--- src/rtl/alu_wb_ctrl_pkg.sv ---
// Shared constants for the ALU write-back sequencer: mode codes, opcode width, FSM encoding.
package alu_wb_ctrl_pkg;

    localparam int OPC_W = 3;

    localparam logic [1:0] MODE_LOGIC  = 2'b00;
    localparam logic [1:0] MODE_ARITH  = 2'b01;
    localparam logic [1:0] MODE_CRYPTO = 2'b10;
    localparam logic [1:0] MODE_ILL    = 2'b11;

    localparam logic [1:0] ST_IDLE  = 2'd0;
    localparam logic [1:0] ST_EXEC  = 2'd1;
    localparam logic [1:0] ST_WB_LO = 2'd2;
    localparam logic [1:0] ST_WB_HI = 2'd3;

    function automatic logic is_single_beat(input logic [1:0] mode);
        return mode == MODE_LOGIC;
    endfunction

endpackage

--- src/rtl/alu_wb_ctrl_beat_mux.sv ---
// Write-back beat selector: picks address, data half and last flag from state, rd and result.
// Purely combinational; outputs idle at zero outside the two write-back states.
module wb_beat_mux
    import alu_wb_ctrl_pkg::*;
#(
    parameter int REG_AW = 4,
    parameter int DATA_W = 16
) (
    input  logic [1:0]          state,
    input  logic [1:0]          mode,
    input  logic [REG_AW-1:0]   rd,
    input  logic [2*DATA_W-1:0] res,
    output logic [REG_AW-1:0]   wb_addr,
    output logic [DATA_W-1:0]   wb_data,
    output logic                wb_last
);

    always_comb begin
        wb_addr = '0;
        wb_data = '0;
        wb_last = 1'b0;
        case (state)
            ST_WB_LO: begin
                wb_addr = rd;
                wb_data = res[DATA_W-1:0];
                wb_last = is_single_beat(mode);
            end
            ST_WB_HI: begin
                // Upper half lands in the next register, wrapping at the top of the file.
                wb_addr = rd + REG_AW'(1);
                wb_data = res[2*DATA_W-1:DATA_W];
                wb_last = 1'b1;
            end
            default: ;
        endcase
    end

endmodule

--- src/rtl/alu_wb_ctrl.sv ---
// Issues one op to the external ALU, captures its result, and writes it back in one or two beats.
// Accept-to-first-beat is two cycles; no new issue until the last beat handshakes.
module alu_wb_ctrl
    import alu_wb_ctrl_pkg::*;
#(
    parameter int REG_AW = 4,
    parameter int DATA_W = 16
) (
    input  logic                clk,
    input  logic                rst,
    input  logic                issue_valid,
    output logic                issue_ready,
    input  logic [DATA_W-1:0]   issue_a,
    input  logic [DATA_W-1:0]   issue_b,
    input  logic [OPC_W-1:0]    issue_opcode,
    input  logic [1:0]          issue_mode,
    input  logic [REG_AW-1:0]   issue_rd,
    output logic [DATA_W-1:0]   alu_a,
    output logic [DATA_W-1:0]   alu_b,
    output logic [OPC_W-1:0]    alu_opcode,
    output logic [1:0]          alu_mode,
    input  logic [2*DATA_W-1:0] alu_out,
    input  logic                alu_eq,
    output logic                wb_valid,
    input  logic                wb_ready,
    output logic [REG_AW-1:0]   wb_addr,
    output logic [DATA_W-1:0]   wb_data,
    output logic                wb_last,
    output logic                eq_flag,
    output logic                err
);

    logic [1:0]          state_q,  state_d;
    logic [DATA_W-1:0]   a_q,      a_d;
    logic [DATA_W-1:0]   b_q,      b_d;
    logic [OPC_W-1:0]    opcode_q, opcode_d;
    logic [1:0]          mode_q,   mode_d;
    logic [REG_AW-1:0]   rd_q,     rd_d;
    logic [2*DATA_W-1:0] res_q,    res_d;
    logic                eq_q,     eq_d;
    logic                err_q,    err_d;

    always_comb begin
        state_d  = state_q;
        a_d      = a_q;
        b_d      = b_q;
        opcode_d = opcode_q;
        mode_d   = mode_q;
        rd_d     = rd_q;
        res_d    = res_q;
        eq_d     = eq_q;
        err_d    = 1'b0;
        case (state_q)
            ST_IDLE: begin
                if (issue_valid) begin
                    a_d      = issue_a;
                    b_d      = issue_b;
                    opcode_d = issue_opcode;
                    mode_d   = issue_mode;
                    rd_d     = issue_rd;
                    state_d  = ST_EXEC;
                end
            end
            ST_EXEC: begin
                res_d = alu_out;
                eq_d  = alu_eq;
                if (mode_q == MODE_ILL) begin
                    err_d   = 1'b1;
                    state_d = ST_IDLE;
                end else begin
                    state_d = ST_WB_LO;
                end
            end
            ST_WB_LO: begin
                if (wb_ready) begin
                    state_d = is_single_beat(mode_q) ? ST_IDLE : ST_WB_HI;
                end
            end
            ST_WB_HI: begin
                if (wb_ready) begin
                    state_d = ST_IDLE;
                end
            end
            default: state_d = ST_IDLE;
        endcase
    end

    // Reset mode is illegal so the attached ALU idles with a zero result.
    always_ff @(posedge clk) begin
        if (rst) begin
            state_q  <= ST_IDLE;
            a_q      <= '0;
            b_q      <= '0;
            opcode_q <= '0;
            mode_q   <= MODE_ILL;
            rd_q     <= '0;
            res_q    <= '0;
            eq_q     <= 1'b0;
            err_q    <= 1'b0;
        end else begin
            state_q  <= state_d;
            a_q      <= a_d;
            b_q      <= b_d;
            opcode_q <= opcode_d;
            mode_q   <= mode_d;
            rd_q     <= rd_d;
            res_q    <= res_d;
            eq_q     <= eq_d;
            err_q    <= err_d;
        end
    end

    assign issue_ready = (state_q == ST_IDLE);
    assign wb_valid    = (state_q == ST_WB_LO) || (state_q == ST_WB_HI);
    assign alu_a       = a_q;
    assign alu_b       = b_q;
    assign alu_opcode  = opcode_q;
    assign alu_mode    = mode_q;
    assign eq_flag     = eq_q;
    assign err         = err_q;

    wb_beat_mux #(
        .REG_AW (REG_AW),
        .DATA_W (DATA_W)
    ) u_beat_mux (
        .state   (state_q),
        .mode    (mode_q),
        .rd      (rd_q),
        .res     (res_q),
        .wb_addr (wb_addr),
        .wb_data (wb_data),
        .wb_last (wb_last)
    );

endmodule

--- config.mk ---
export PLATFORM = sky130hd
export DESIGN_NAME = alu_wb_ctrl
export DESIGN_NICKNAME = d
export VERILOG_FILES = /design/src/rtl/alu_wb_ctrl_pkg.sv /design/src/rtl/alu_wb_ctrl_beat_mux.sv /design/src/rtl/alu_wb_ctrl.sv
export SDC_FILE = /design/constraint.sdc
export NUM_CORES = 1
export LEC_CHECK = 0
export CAP_MARGIN = 10
export CORE_UTILIZATION = 40
export DETAILED_ROUTE_END_ITERATION = 10
export PLACE_DENSITY = 0.77
export SLEW_MARGIN = 20
export SYNTH_ARGS = -nofsm -noshare
export SYNTH_HDL_FRONTEND = slang
export SYNTH_HIERARCHICAL = 1
export SYNTH_SLANG_ARGS = --single-unit
--- constraint.sdc ---
create_clock -name clk -period 1.9 [get_ports clk]
set_clock_uncertainty 0.05 [all_clocks]
set_input_delay 0.475 -clock clk [delete_from_list [all_inputs] [get_ports clk]]
set_output_delay 0.475 -clock clk [all_outputs]
set_load 0.01 [all_outputs]
; Yosys cells after proc, flatten, opt, wreduce, memory -nomap -nowiden
; Index checks and enable logic that the tools add are counted.
[op_classes]
addsub = 1
eq_ne = 7
n_mux = 10
n_bitwise = 1
n_reduce_logical = 6
[ops]
columns = cell, count
row1 = $pmux 16 s2, 1
row2 = $mux 2, 5
row3 = $pmux 2 s4, 1
row4 = $pmux 4 s2, 1
row5 = $eq 2x2->1 const B, 3
row6 = $ne 2x2->1 const B, 3
row7 = $add 4x1->4 const B, 1
row8 = $logic_not 2->1, 2
row9 = $reduce_and 3->1, 1
row10 = $eq 2x1->1 const B, 1
row11 = $pmux 1 s2, 1
row12 = $reduce_and 2->1, 1
row13 = $reduce_or 2->1, 1
row14 = $logic_or 1x1->1, 1
row15 = $mux 1, 1
row16 = $not 1->1, 1
[word_totals]
regBits = 77
inputBits = 78
out_inout_bits = 62
elab_cells = 34

; Longest topological paths before layout
[logic_depth]
word_depth = 4
depth_mapped = 6
depth_no_buf = 3

; Hierarchy
; Netlist, hierarchy kept.
[modules_own_cells]
columns = mod, instances, cells_per_inst, area_each_um2
row1 = alu_wb_ctrl, 1, 342, 2730.1
row2 = wb_beat_mux, 1, 51, 389.1

; Least setup slack after synthesis
; OpenSTA, ideal clock, no wires.
[synth_timing]
path_kind = reg-to-output
from = register state_q[0]
to = output wb_addr[2]
t_arrival_ns = 0.974
t_required_ns = 1.375
setup_slack_ns = 0.401
path_stages_with_launch = 5
n_path_buf = 2
cell_sequence = dfxtp_1 > buf_6 > buf_12 > nand3b_2 > a21oi_2
[synth_between]
elab_chain_len = 2
word_cells_on_any_way = 3
[synth_lines]
columns = element, line
row1 = start: declaration, alu_wb_ctrl.sv:33  ; logic [1:0] state_q, state_d;
row2 = start signal: assignment, alu_wb_ctrl.sv:101  ; state_q <= state_d;
row3 = $eq 2x2->1, alu_wb_ctrl_beat_mux.sv:22  ; case (state)
row4 = $pmux 4 s2 (*), alu_wb_ctrl_beat_mux.sv:22
row5 = end: declaration, alu_wb_ctrl.sv:26  ; output logic [REG_AW-1:0] wb_addr,
; Every way passes the cells marked *; elsewhere a longest branch is shown, timed or not.

; Worst setup path after layout
[layout_timing]
from = register state_q[0]
to = output wb_last
[layout_between]
elab_chain_len = 2
word_cells_on_any_way = 3
[layout_lines]
columns = element, line
row1 = $eq 2x2->1, alu_wb_ctrl_beat_mux.sv:22
row2 = $pmux 1 s2 (*), alu_wb_ctrl_beat_mux.sv:22
row3 = end: declaration, alu_wb_ctrl.sv:28  ; output logic wb_last,
; Marks and branches as above.

==> flow_summary.yaml <==
setup_path:
  endpoint_kind: "output port"
  critPathSlowestCell: "dfxtp_4"
  path_class: "reg -> out"
  start_kind: "flop"
  critPathBufInv: 2
  crit_cells: 3
  crit_start: "state_q[0]$_SDFFE_PP0P_"
  r2r_start: "state_q[0]$_SDFFE_PP0P_"
  rr_worst_depth: 5
  worstPathCellList: "buf_4 > o21a_1 > dlygate4sd2_1"
  cpPeakStageDelay_ps: 390
  crit_family: "buffers and inverters"
  crit_fanout: 9
  worstPathArrival_ps: 1370
  required_ps: 1370
timing:
  rsz0062_at_grt: "yes"
  maxSlewHeadroom_pct: 73.5
  tightestPinTransition_ps: 397
  fin_crit_sh_pct: 99.5
  fmaxAchievable_mhz: 529
  report.final.slew_viol_count: 0
  hold_viol_final: 0
  setup_violations: 0
  whs_ps: 404
  tns_ps: 0
  fin_crit_ps: 1890
yosys:
  synth_cell_types: 28
  syn_nets: 472
  ys.warnings.count: 6
  synth_top_area_share_pct: 49.4
  postSynthCellCount: 393
  syn_area_per_cell_um2: 7.94
  yosysTopAreaCell: "dfxtp_1"
  synth_seq_area_share_pct: 49.4
  synthTopCellsByArea: "dfxtp_1 49%, nand2_1 18%, a21oi_1 12%, mux2i_1 5.8%, nor2_1 2.3%"
  ys_ff_latch: 77
  syn_area_um2: 3120
drt:
  drc: 0
  first_pass_iters: 4
  wl_mm: 8.20
  first_iter_violations: 170
  antenna_left: 0
  wl_per_cell_um: 13.0
  viasPerCell: 4.77
  routed-via-count: 3021
clock_tree:
  cts_sinks: 77
  cts_buffer_depth: 2
  clkTransAtPathRegs_ps: 70
  clock_latency_ps: 330
  h-tree-depth: 3
  hold_buffers: 0
  cts_tree: "done"
  postCtsSetupRepairBufs: 0
  cts_buffers: 9
  cts_root_buffer: "clkbuf_8"
global_routing:
  grt_pass1_vias: 2896
  grt.total_usage_pct: 20.4
  overflow: 0
  grt_max_degree: 37
  antenna_found_initial: 0
  grt_pass1_wl_mm: 13.4
floorplan:
  rows: 31
  die_area_um2: 8150
  die_h_um: 90.3
  die_w_um: 90.3
  ioPinCount: 140
  start_util_pct: 42.1
  core-area_um2: 7410
layout:
  fill_cells: 625
  seq_area_um2: 1550
  drive_above_1_share_pct: 12.9
  syn_to_final_growth_pct: 54.1
  fin_nets: 608
  multi_input_area_um2: 1400
  antenna_cells: 0
status:
  status: "complete, no violations"
placement:
  place_congestion: 0.770
  io_buffer_count: 139
  hpwl_mm: 5.68
power:
  power.leakage_nw: 1.83
  power_density_nw_per_um2: 881
  ir_worst_vdd_mv: 0.454
hold_path:
  hold_class: "reg -> reg"
  hold_depth: 2
  hp-start: "alu_a[0]$_SDFFE_PP0P_"
flow_run:
  max-cap-violations: 0
## cells by family (layout without fill, tap and decap cells)
group	after synthesis	after routing	synth area share, %
DFF	77	77	49.4
buffers and inverters	33	174	7.02
xor gates and xnor gates	1	1	0.281
AOI/OAI and AO/OA	78	78	13.1
muxes	18	18	5.78
and+or+nand+nor	185	185	24.0
adders and majority gates	1	1	0.401
## stage by stage
| stage | cells | power [mW] | utilization (%) | setup slack [ps] | area, um2 |
|---|---|---|---|---|---|
| floorplan | 393 | 2.42 | - | 401 | 3120 |
| global placement | 616 | 2.86 | 62.1 | 2.20 | 4600 |
| detailed placement | 616 | 2.88 | 62.1 | -49.9 | 4600 |
| CTS | 632 | 4.26 | 65.4 | -33.7 | 4850 |
| global route | 633 | 4.46 | 64.9 | -57.4 | 4810 |
| finish | 633 | 4.23 | 64.9 | 9.24 | 4810 |
## layout make-up
cell class	count	share of cell area, %
inverters	1	0.0781
well taps	99	2.58
flip-flops and latches	77	32.2
multi-input cells	283	29.1
clock buffers	11	2.94
repair buffers	157	31.4
clock inverters	5	1.74
## power breakdown
group | switching [mW] | internal [mW] | total (mW)
clock | 0.574 | 0.778 | 1.35
combinational | 0.480 | 0.545 | 1.03
sequential | 0.0915 | 1.76 | 1.86
## path summary, 6_finish.rpt
kind,end,slack (ps)
max reg2reg,alu_b[6]$_SDFFE_PP0P_,390
min,alu_a[0]$_SDFFE_PP0P_,400
max,wb_last,9
min reg2reg,alu_a[0]$_SDFFE_PP0P_,400
## routing by layer
metal  wire length (um)  up-vias  GRT usage (%)
met4                 46        0           6.45
met2               4050      100           35.4
met3                679        4           6.65
met5                  0        -              0
met1               3420     1378           23.7
li1                   -     1539              -
## synthesized netlist by cell type (all sizes together)
| master | instances |
|---|---|
| buf | 22 |
| nand3b | 4 |
| nor3b | 1 |
| inv | 1 |
| a211oi | 1 |
| o21a | 1 |
| a31oi | 1 |
| a21oi | 73 |
| nor3 | 1 |
| mux2i | 18 |
| clkbuf | 10 |
| dfxtp | 77 |
| a21bo | 1 |
| ha | 1 |
| or3b | 1 |
| nand2 | 151 |
| nand2b | 3 |
| or2 | 1 |
| nor2 | 20 |
| nor2b | 2 |
| xnor2 | 1 |
| nand4 | 1 |
| a311oi | 1 |
## flip-flops by register name, indices dropped and copies added, names as in the netlist
signal      cells
alu_a          16
alu_b          16
alu_mode        2
alu_opcode      3
eq_flag         1
err             1
rd_q            4
res_q          32
state_q         2
## layout by cell type (no fill, tap or decap), types with 2 or more instances in the layout
cell type and n:
a21oi_1 72, buf_12 5, buf_2 14, buf_4 10
bufinv_16 2, clkbuf_2 7, clkbuf_8 10, clkdlybuf4s50_1 115
clkinvlp_4 2, dfxtp_1 74, dfxtp_2 2, dlygate4sd2_1 3
mux2i_1 16, mux2i_2 2, nand2_1 151, nand2b_1 3
nand3b_1 3, nor2_1 19
## what timing repair did
action | in CTS | in global routing
setup endpoints to repair | 23 | 20
cloned | 0 | 1
resized for setup | 70 | 22
pin swaps | 0 | 2
endpoints found under the hold margin | 0 | 0
## worst min-delay path, stage by stage, from the launching register on
cell,delay [ps]
dfxtp_1,310
nand2_1,50
a21oi_1,50
No activity file was read; power rests on OpenSTA's default activity.
